**src/rtl/digit_serial_addsub.sv**
```systemverilog
// Multi-cycle adder/subtractor, CHUNK bits per clock, LSB chunk first.
// Optional signed-overflow output enabled by defining DIGIT_SERIAL_OVF_EN.
module digit_serial_addsub #(
    parameter int WIDTH = 16,
    parameter int CHUNK = 4
) (
    input  logic             clk,
    input  logic             rst,
    input  logic             in_valid,
    output logic             in_ready,
    input  logic [WIDTH-1:0] a,
    input  logic [WIDTH-1:0] b,
    input  logic             sub,
    output logic             out_valid,
    input  logic             out_ready,
    output logic [WIDTH-1:0] sum,
    output logic             cout
`ifdef DIGIT_SERIAL_OVF_EN
    ,
    output logic             ovf
`endif
);

    localparam int N  = WIDTH / CHUNK;
    localparam int CW = (N > 1) ? $clog2(N) : 1;

    localparam logic [1:0] IDLE = 2'd0;
    localparam logic [1:0] RUN  = 2'd1;
    localparam logic [1:0] DONE = 2'd2;

    logic [1:0]       state_q, state_d;
    logic [CW-1:0]    cnt_q, cnt_d;
    logic             carry_q, carry_d;
    logic [WIDTH-1:0] a_q, a_d;
    logic [WIDTH-1:0] b_q, b_d;
    logic [WIDTH-1:0] acc_q, acc_d;
    logic [WIDTH-1:0] sum_q, sum_d;
    logic             cout_q, cout_d;
`ifdef DIGIT_SERIAL_OVF_EN
    logic             ovf_q, ovf_d;
`endif

    logic [CHUNK:0]   chunk_res;
    logic [CHUNK-1:0] s;
    logic             c;

    always_comb begin
        chunk_res = {1'b0, a_q[CHUNK-1:0]}
                  + {1'b0, b_q[CHUNK-1:0]}
                  + (CHUNK+1)'(carry_q);
        s = chunk_res[CHUNK-1:0];
        c = chunk_res[CHUNK];
    end

    always_comb begin
        state_d = state_q;
        cnt_d   = cnt_q;
        carry_d = carry_q;
        a_d     = a_q;
        b_d     = b_q;
        acc_d   = acc_q;
        sum_d   = sum_q;
        cout_d  = cout_q;
`ifdef DIGIT_SERIAL_OVF_EN
        ovf_d   = ovf_q;
`endif
        unique case (state_q)
            IDLE: begin
                if (in_valid) begin
                    a_d     = a;
                    b_d     = sub ? ~b : b;
                    carry_d = sub;
                    cnt_d   = '0;
                    state_d = RUN;
                end
            end
            RUN: begin
                a_d     = a_q >> CHUNK;
                b_d     = b_q >> CHUNK;
                // result chunks enter at the top so the LSB chunk ends up at bit 0
                acc_d   = (acc_q >> CHUNK) | (WIDTH'(s) << (WIDTH - CHUNK));
                carry_d = c;
                cnt_d   = cnt_q + 1'b1;
                if (cnt_q == CW'(N - 1)) begin
                    sum_d   = acc_d;
                    cout_d  = c;
`ifdef DIGIT_SERIAL_OVF_EN
                    // carry into the MSB is a^b^s at that bit
                    ovf_d   = a_q[CHUNK-1] ^ b_q[CHUNK-1] ^ s[CHUNK-1] ^ c;
`endif
                    cnt_d   = '0;
                    state_d = DONE;
                end
            end
            DONE: begin
                if (out_ready) begin
                    state_d = IDLE;
                end
            end
            default: begin
                state_d = IDLE;
            end
        endcase
    end

    always_ff @(posedge clk) begin
        if (rst) begin
            state_q <= IDLE;
            cnt_q   <= '0;
            carry_q <= 1'b0;
            a_q     <= '0;
            b_q     <= '0;
            acc_q   <= '0;
            sum_q   <= '0;
            cout_q  <= 1'b0;
`ifdef DIGIT_SERIAL_OVF_EN
            ovf_q   <= 1'b0;
`endif
        end else begin
            state_q <= state_d;
            cnt_q   <= cnt_d;
            carry_q <= carry_d;
            a_q     <= a_d;
            b_q     <= b_d;
            acc_q   <= acc_d;
            sum_q   <= sum_d;
            cout_q  <= cout_d;
`ifdef DIGIT_SERIAL_OVF_EN
            ovf_q   <= ovf_d;
`endif
        end
    end

    assign in_ready  = (state_q == IDLE);
    assign out_valid = (state_q == DONE);
    assign sum       = sum_q;
    assign cout      = cout_q;
`ifdef DIGIT_SERIAL_OVF_EN
    assign ovf       = ovf_q;
`endif

endmodule
```
**config.mk**
```make
export PLATFORM = sky130hd
export DESIGN_NAME = digit_serial_addsub
export DESIGN_NICKNAME = d
export VERILOG_FILES = /design/src/rtl/digit_serial_addsub.sv
export SDC_FILE = /design/constraint.sdc
export NUM_CORES = 1
export LEC_CHECK = 0
export BUFFER_PORTS_ARGS = -buffer_cell sky130_fd_sc_hd__buf_2
export CAP_MARGIN = 20
export CORE_UTILIZATION = 50
export DETAILED_ROUTE_END_ITERATION = 10
export PLACE_DENSITY_LB_ADDON = 0.05
export SYNTH_ARGS = -nofsm -noshare
export SYNTH_HDL_FRONTEND = slang
export SYNTH_SLANG_ARGS = --single-unit
```
**constraint.sdc**
```tcl
create_clock -name clk -period 1.4 [get_ports clk]
set_input_delay 0.07 -clock clk [delete_from_list [all_inputs] [get_ports clk]]
set_output_delay 0.07 -clock clk [all_outputs]
set_load 0.01 [all_outputs]
```
==> summary.md, run 1 <==
| Metric | Value |
|---|---|
| RR Endpoint | `acc_q[13]$_SDFFE_PP0N_` |
| Antenna viol nets, final | `0` |
| Worst hold endpoint | `state_q[1]$_SDFFE_PP0P_` |
| Slew Viols, Final | `0` |
| Layout fillers | `460` |
| Max H-tree Level | `3` |
| Vias in the first global route | `between 2000 and 2500` |
| Crit path DAT | `between 1.5 and 2 ns` |
| WL/cell | `approximately 14 µm` |
| Clock share of power | `0.352` |
| HP Start | `out_ready` |
| Syn avg cell area | `between 8 and 9 µm²` |
| Crit path required time | `roughly 1.7 ns` |
| Via count | `between 2000 and 3000` |
| Fmax | `about 660 MHz` |
| Worst slew pin tran | `approximately 0.44 ns` |
| Largest net degree at the start of global routing | `26` |
| R2R depth | `4` |
| Initial Util | `0.529` |
| Final Hold Viols | `1` |
| Setup crit end kind | `flop` |
| Post-synth top flop | `dfxtp_1` |
| GR Overflow Total | `0` |
| Num rows | `27` |
| Post-route clock period utilization | `1.09` |
| Total track usage | `0.238` |
| Die Width | `79.3 µm` |
| Worst hold path cell count | `3` |
| WL final | `a little under 7000 µm` |
| Port bufs | `55` |
| CTS tree | `yes` |
| Yosys reg bits | `66` |
| Share of cells above drive strength 1 | `0.358` |
| Post-synth net total | `378` |
| Int Power | `0.00321 W` |
| Dpl hpwl | `about 4600 µm` |
| Die outline height | `between 70 and 80 µm` |
| DRT Pass-1 Iters | `4` |
| Initial antenna violation count | `0` |
| Switching part of the total | `0.266` |
| Max FO, Critical Path | `2` |
| Netlist cell types | `37` |
| Non-Filler Instances | `just under 500` |
| Yosys warning total | `0` |
| Core area | `around 5600 µm²` |
| Startpoint types | `flop` |
| Placement Setup Slack | `-0.132 ns` |
| Drt drc | `0` |
| Slew margin rel. | `0.706` |
| EDFF count, synth | `0` |
| Worst skew pair latency | `around 0.34 ns` |
| Fraction of registers with async set/reset | `0` |
| Setup CP Type | `flop to flop` |
| Switching pwr | `0.00116 W` |
| Vias per cell | `between 5 and 6` |
| Post-layout util | `0.680` |
| Post-Route Skew | `0.00310 ns` |
| Unrepaired setup endpoints after global routing | `true` |
| P per Cell Area | `1140 nW/µm²` |
| DRT iter0 DRCs | `84` |
| Status | `complete, but fails checks` |
| Hold WS | `-0.00229 ns` |
| Layout area overhead | `28.6%` |
| CTS Buf Count | `9` |
| Sequential group share of total power | `0.475` |
| Combinational share of power | `0.173` |
| Clock root cell | `clkbuf_8` |
| TNS Setup | `-0.508 ns` |
| Min Tclk post-route | `about 1.5 ns` |
| Maxcap violations | `0` |
| RR Startpoint | `carry_q$_SDFFE_PP0P_` |
| Cells after DPL | `~460` |
| Gpl congestion | `about 0.73` |
| Post-synthesis sequential area ratio | `0.443` |
| R2r setup slk | `-0.12 ns` |
| LEAKAGE | `1.60 nW` |
| IO Pins | `56` |
| First-pass GRT wire length | `11300 µm` |
| Final setup violating endpoints | `7` |
| ANT cells | `0` |
| Failing checks | `negative hold slack, negative setup slack` |
| Clock Tree Buf Depth | `2` |
| Worst setup margin | `-0.120 ns` |
| Clk sinks | `66` |
| Synthesized cell area | `2980 µm²` |
| Layout Nets | `between 400 and 500` |
| Post-Synthesis Cells | `335` |
| Worst vdd ir | `a little over 600 µV` |
| HP Class | `input port to flop` |
| Die area | `6280 µm²` |
| Clk slew on worst S/H paths | `0.07 ns` |
==> cells in the mapped netlist, drive strengths merged, types with 4 or more instances <==
library cell | count | area share
nand2 | 48 | 0.060
xnor2 | 17 | 0.050
a2111oi | 17 | 0.065
buf | 16 | 0.036
nor2 | 48 | 0.060
dfxtp | 66 | 0.44
a22oi | 5 | 0.013
ha | 4 | 0.017
o221a | 12 | 0.045
nor2b | 14 | 0.032
clkbuf | 12 | 0.016
inv | 9 | 0.011
a21oi | 40 | 0.067
==> flip-flops by register name, indices dropped and copies added (netlist names) <==
| register | count |
|---|---|
| sum | 16 |
| state_q | 2 |
| acc_q | 12 |
| carry_q | 1 |
| a_q | 16 |
| cnt_q | 2 |
| cout | 1 |
| b_q | 16 |
==> stage by stage <==
| stage | power (W) | cell area [µm²] |
|---|---|---|
| 4_1_cts | 0.00432 | 3710 |
| 6_report | 0.00437 | 3840 |
| 2_1_floorplan | 0.00256 | 3000 |
| 3_3_place_gp | 0.00277 | 3470 |
| 3_5_place_dp | 0.00278 | 3470 |
| 5_1_grt | 0.00457 | 3840 |
==> layout by cell type (no fill, tap or decap), types with 2 or more instances in the layout <==
cell,n
dfxtp_1,61
buf_2,55
nor2_1,48
nand2_1,48
a21oi_1,38
buf_4,26
xnor2_1,16
nor2b_1,13
clkbuf_8,13
o221a_2,12
a2111oi_2,12
inv_1,8
a22oi_1,5
dfxtp_2,5
dlygate4sd3_1,4
buf_12,4
nand3_1,3
a2111oi_1,3
ha_1,3
a21oi_2,2
a211oi_2,2
nor3b_1,2
a311oi_1,2
a2111oi_0,2
fa_2,2
clkinv_2,2
==> metal layers <==
layer,share of wire,routed length [µm],GRT usage,vias up
met5,0,0,0,-
met4,0.020,134,0.118,0
met3,0.038,257,0.0437,13
met2,0.47,3170,0.379,61
met1,0.48,3240,0.308,1205
li1,-,-,-,1312
==> worst max-delay path: stages (launching register included) <==
cell,delay [ns]
dfxtp_2,0.33
fa_2,0.40
inv_2,0.07
fa_2,0.45
a211oi_2,0.19
==> power by group through the flow <==
| stage | Combinational, W | Clock [W] | Sequential (W) |
|---|---|---|---|
| global placement | 0.000664 | 0 | 0.00211 |
| floorplan | 0.000468 | 0 | 0.00209 |
| detailed placement | 0.000674 | 0 | 0.00211 |
| finish | 0.000755 | 0.00154 | 0.00208 |
| global route | 0.000835 | 0.00164 | 0.00209 |
| CTS | 0.000694 | 0.00156 | 0.00207 |
==> worst max path at each step <==
stage,from,slack [ns],end
4_1_cts,b_q[0]$_SDFFE_PP0P_,-0.12,sum[13]$_SDFFE_PP0P_
5_1_grt,a_q[0]$_SDFFE_PP0P_,-0.17,acc_q[14]$_SDFFE_PP0N_
6_report,carry_q$_SDFFE_PP0P_,-0.12,acc_q[13]$_SDFFE_PP0N_
2_1_floorplan,carry_q$_SDFFE_PP0P_,-0.06,acc_q[13]$_SDFFE_PP0N_
3_5_place_dp,carry_q$_SDFFE_PP0P_,-0.13,acc_q[13]$_SDFFE_PP0N_
3_3_place_gp,carry_q$_SDFFE_PP0P_,-0.09,acc_q[13]$_SDFFE_PP0N_
==> final cells by class <==
class,count,area (µm²),share of cell area
Sequential cell,66,1330,0.346
Inverter,9,33.8,0.00880
Clock buffer,13,179,0.0466
Timing Repair Buffer,91,631,0.164
Multi-Input combinational cell,232,1570,0.408
Tap cell,72,90.1,0.0235
Clock inverter,2,10.0,0.00261
==> logic make-up (layout without fill, tap and decap cells) <==
family          Yosys count  after routing  synth area share
compound gates           85             85             0.221
simple gates            124            124             0.193
buf+inv                  37            115            0.0633
fa+ha+maj                 6              6            0.0302
xor+xnor                 17             17            0.0499
flops                    66             66             0.443
==> timing repair <==
action                                  in CTS  in global routing
hold buffers                                 4                  0
pin swaps                                    4                  3
resized for setup                            6                 24
endpoints found under the hold margin        4                  0
gates cloned                                 0                  1
endpoints found under the setup margin      13                 39
setup buffers                                1                  2
Power figures use the tool's default switching activity.
==> inputs of run 2 (changes only) <==
--- a/config.mk
+++ b/config.mk
@@ -7,9 +7,10 @@
 export LEC_CHECK = 0
 export BUFFER_PORTS_ARGS = -buffer_cell sky130_fd_sc_hd__buf_2
 export CAP_MARGIN = 20
-export CORE_UTILIZATION = 50
+export CORE_UTILIZATION = 45
 export DETAILED_ROUTE_END_ITERATION = 10
 export PLACE_DENSITY_LB_ADDON = 0.05
+export REMOVE_ABC_BUFFERS = 1
 export SYNTH_ARGS = -nofsm -noshare
 export SYNTH_HDL_FRONTEND = slang
 export SYNTH_SLANG_ARGS = --single-unit
==> summary.md, run 2 (same netlist as run 1, synthesis figures left out) <==
| Metric | Value |
|---|---|
| Status | `complete, but fails checks (unchanged)` |
| Failing checks | `negative setup slack (was negative hold slack, negative setup slack)` |
| Vias per cell | `5.13 (was 5.34)` |
| Vias in the first global route | `2431 (was 2404)` |
| Non-Filler Instances | `493 (was 485)` |
| Slew Viols, Final | `0 (unchanged)` |
| Total power draw | `0.00442 W (was 0.00437 W)` |
| Slew margin rel. | `0.683 (was 0.706)` |
| Clock root cell | `clkbuf_8 (unchanged)` |
| WL/cell | `13.4 µm (was 14.0 µm)` |
| Startpoint types | `flop (unchanged)` |
| HP Start | `b[4] (was out_ready)` |
| LEAKAGE | `1.58 nW (was 1.60 nW)` |
| Num rows | `29 (was 27)` |
| Worst slew pin tran | `0.475 ns (was 0.441 ns)` |
| Setup repair bufs after CTS | `0 (was 1)` |
| Cells after DPL | `472 (was 462)` |
| Min Tclk post-route | `1.54 ns (was 1.52 ns)` |
| Setup crit end kind | `flop (unchanged)` |
| IO Pins | `56 (unchanged)` |
| Clk sinks | `66 (unchanged)` |
| Post-route clock period utilization | `1.10 (was 1.09)` |
| Via count | `2530 (was 2591)` |
| R2r setup slk | `-0.14 ns (was -0.12 ns)` |
| Largest net degree at the start of global routing | `39 (was 26)` |
| Max H-tree Level | `3 (unchanged)` |
| R2R depth | `4 (unchanged)` |
| Drt drc | `0 (unchanged)` |
| Most frequent cells in the layout | `dfxtp_1, buf_2, nor2_1, nand2_1, a21oi_1 (unchanged)` |
| CTS Buf Count | `9 (unchanged)` |
| Port bufs | `55 (unchanged)` |
| Worst vdd ir | `793 µV (was 617 µV)` |
| Die area | `6960 µm² (was 6280 µm²)` |
| Post-layout util | `0.597 (was 0.680)` |
| DRT Pass-1 Iters | `4 (unchanged)` |
| Fmax | `651 MHz (was 658 MHz)` |
| Share of cells above drive strength 1 | `0.332 (was 0.358)` |
| Core area | `6390 µm² (was 5640 µm²)` |
| RR Endpoint | `sum[13]$_SDFFE_PP0P_ (was acc_q[13]$_SDFFE_PP0N_)` |
| Max FO, Critical Path | `2 (unchanged)` |
| Layout area overhead | `27.7% (was 28.6%)` |
| Crit path DAT | `1.79 ns (about the same)` |
| RR Startpoint | `carry_q$_SDFFE_PP0P_ (unchanged)` |
| Total track usage | `0.204 (was 0.238)` |
| WL final | `6590 µm (was 6800 µm)` |
| HP Class | `input port to flop (unchanged)` |
| Worst hold endpoint | `b_q[4]$_SDFFE_PP0P_ (was state_q[1]$_SDFFE_PP0P_)` |
| Worst hold path cell count | `3 (unchanged)` |
| Initial antenna violation count | `0 (unchanged)` |
| Post-Route Skew | `0.00805 ns (was 0.00310 ns)` |
| Gpl congestion | `0.751 (was 0.732)` |
| Crit path required time | `1.65 ns (was 1.67 ns)` |
| Commonest non-fill, non-tap cell in the layout | `dfxtp_1 (unchanged)` |
| Layout fillers | `614 (was 460)` |
| Final setup violating endpoints | `7 (unchanged)` |
| Die outline height | `83.4 µm (was 79.3 µm)` |
| Antenna viol nets, final | `0 (unchanged)` |
| Clk slew on worst S/H paths | `0.07 ns (about the same)` |
| Layout Nets | `454 (was 452)` |
| ANT cells | `0 (unchanged)` |
| Sequential Area | `1330 µm² (unchanged)` |
| Unrepaired setup endpoints after global routing | `true (unchanged)` |
| Clock Tree Buf Depth | `2 (unchanged)` |
| P per Cell Area | `1160 nW/µm² (was 1140 nW/µm²)` |
| DRT iter0 DRCs | `92 (was 84)` |
| First-pass GRT wire length | `11400 µm (was 11300 µm)` |
| Dpl hpwl | `4530 µm (was 4640 µm)` |
| Worst setup margin | `-0.136 ns (was -0.120 ns)` |
| Footprint of the multi-input gates | `1510 µm² (was 1570 µm²)` |
| Maxcap violations | `0 (unchanged)` |
| Final Hold Viols | `0 (was 1)` |
| Initial Util | `0.467 (was 0.529)` |
| GR Overflow Total | `0 (unchanged)` |
| Die Width | `83.4 µm (was 79.3 µm)` |
| CTS tree | `yes (unchanged)` |
| Setup CP Type | `flop to flop (unchanged)` |
| Worst skew pair latency | `0.33 ns (was 0.34 ns)` |
## run 2: changes by cell type in the layout (fill, tap and decap cells not counted), moves of 2 or more
| cell | before | now |
|---|---|---|
| a2111oi_0 | 2 | 6 |
| a2111oi_2 | 12 | 7 |
| a21oi_1 | 38 | 40 |
| a21oi_2 | 2 | 0 |
| clkbuf_8 | 13 | 11 |
| clkinvlp_4 | 0 | 2 |
## run 2: worst max-delay path by stage
stage	startpoint	endpoint	slack, ns	cells past startpoint
after floorplan	state_q[0]$_SDFFE_PP0P_	acc_q[15]$_SDFFE_PP0N_	-0.49	3
after global placement	carry_q$_SDFFE_PP0P_	carry_q$_SDFFE_PP0P_	-0.17	6
after detailed placement	a_q[0]$_SDFFE_PP0P_	cout$_SDFFE_PP0P_	-0.21	6
after CTS	carry_q$_SDFFE_PP0P_	sum[13]$_SDFFE_PP0P_	-0.13	4
after global routing	carry_q$_SDFFE_PP0P_	sum[13]$_SDFFE_PP0P_	-0.18	4
final	carry_q$_SDFFE_PP0P_	sum[13]$_SDFFE_PP0P_	-0.14	4
## run 2: cell type report
type | count | area share
timing repair buffer | 93 | 0.168
clock inverter | 4 | 0.0131
tap | 77 | 0.0253
clock buffer | 12 | 0.0407
inverter | 9 | 0.00887
sequential | 66 | 0.348
multi-input combinational | 232 | 0.396
## run 2: worst max-delay path, cell delays in order, from the launching register on
cell and delay [ns]:
dfxtp_2 0.34, fa_2 0.41, inv_2 0.07, fa_2 0.45
a211oi_2 0.19
## run 2: per-layer routing
metal / vias up / part of all wire / track usage
li1: 1312 / - / -
met1: 1159 / 0.49 / 0.267
met2: 48 / 0.47 / 0.330
met3: 11 / 0.031 / 0.0328
met4: 0 / 0.016 / 0.0971
met5: - / 0 / 0
## run 2: where the power goes
| group | internal, W | total [W] | switching (W) |
|---|---|---|---|
| Sequential | 0.00199 | 0.00207 | 0.0000729 |
| Clock | 0.000918 | 0.00164 | 0.000721 |
| Combinational | 0.000364 | 0.000716 | 0.000353 |
| Total | 0.00328 | 0.00442 | 0.00115 |
## run 2: metrics by stage
stage | setup TNS, ns | hold WS, ns | area, µm² | setup slack (ns)
after floorplan | -17.25 | 0.139 | 2830 | -0.485
after global placement | -0.757 | 0.322 | 3510 | -0.165
after detailed placement | -1.13 | 0.333 | 3510 | -0.214
after CTS | -0.543 | 0.0282 | 3800 | -0.129
after global routing | -1.10 | 0.0412 | 3810 | -0.182
final | -0.491 | 0.0380 | 3810 | -0.136
## run 2: timing repair
| action | CTS | global route |
|---|---|---|
| pin swaps | 3 | 1 |
| gates resized for setup | 12 | 6 |
| hold buffers | 5 | 0 |
| hold endpoints to repair | 5 | 0 |
| gates cloned | 0 | 0 |
| setup endpoints to repair | 11 | 14 |
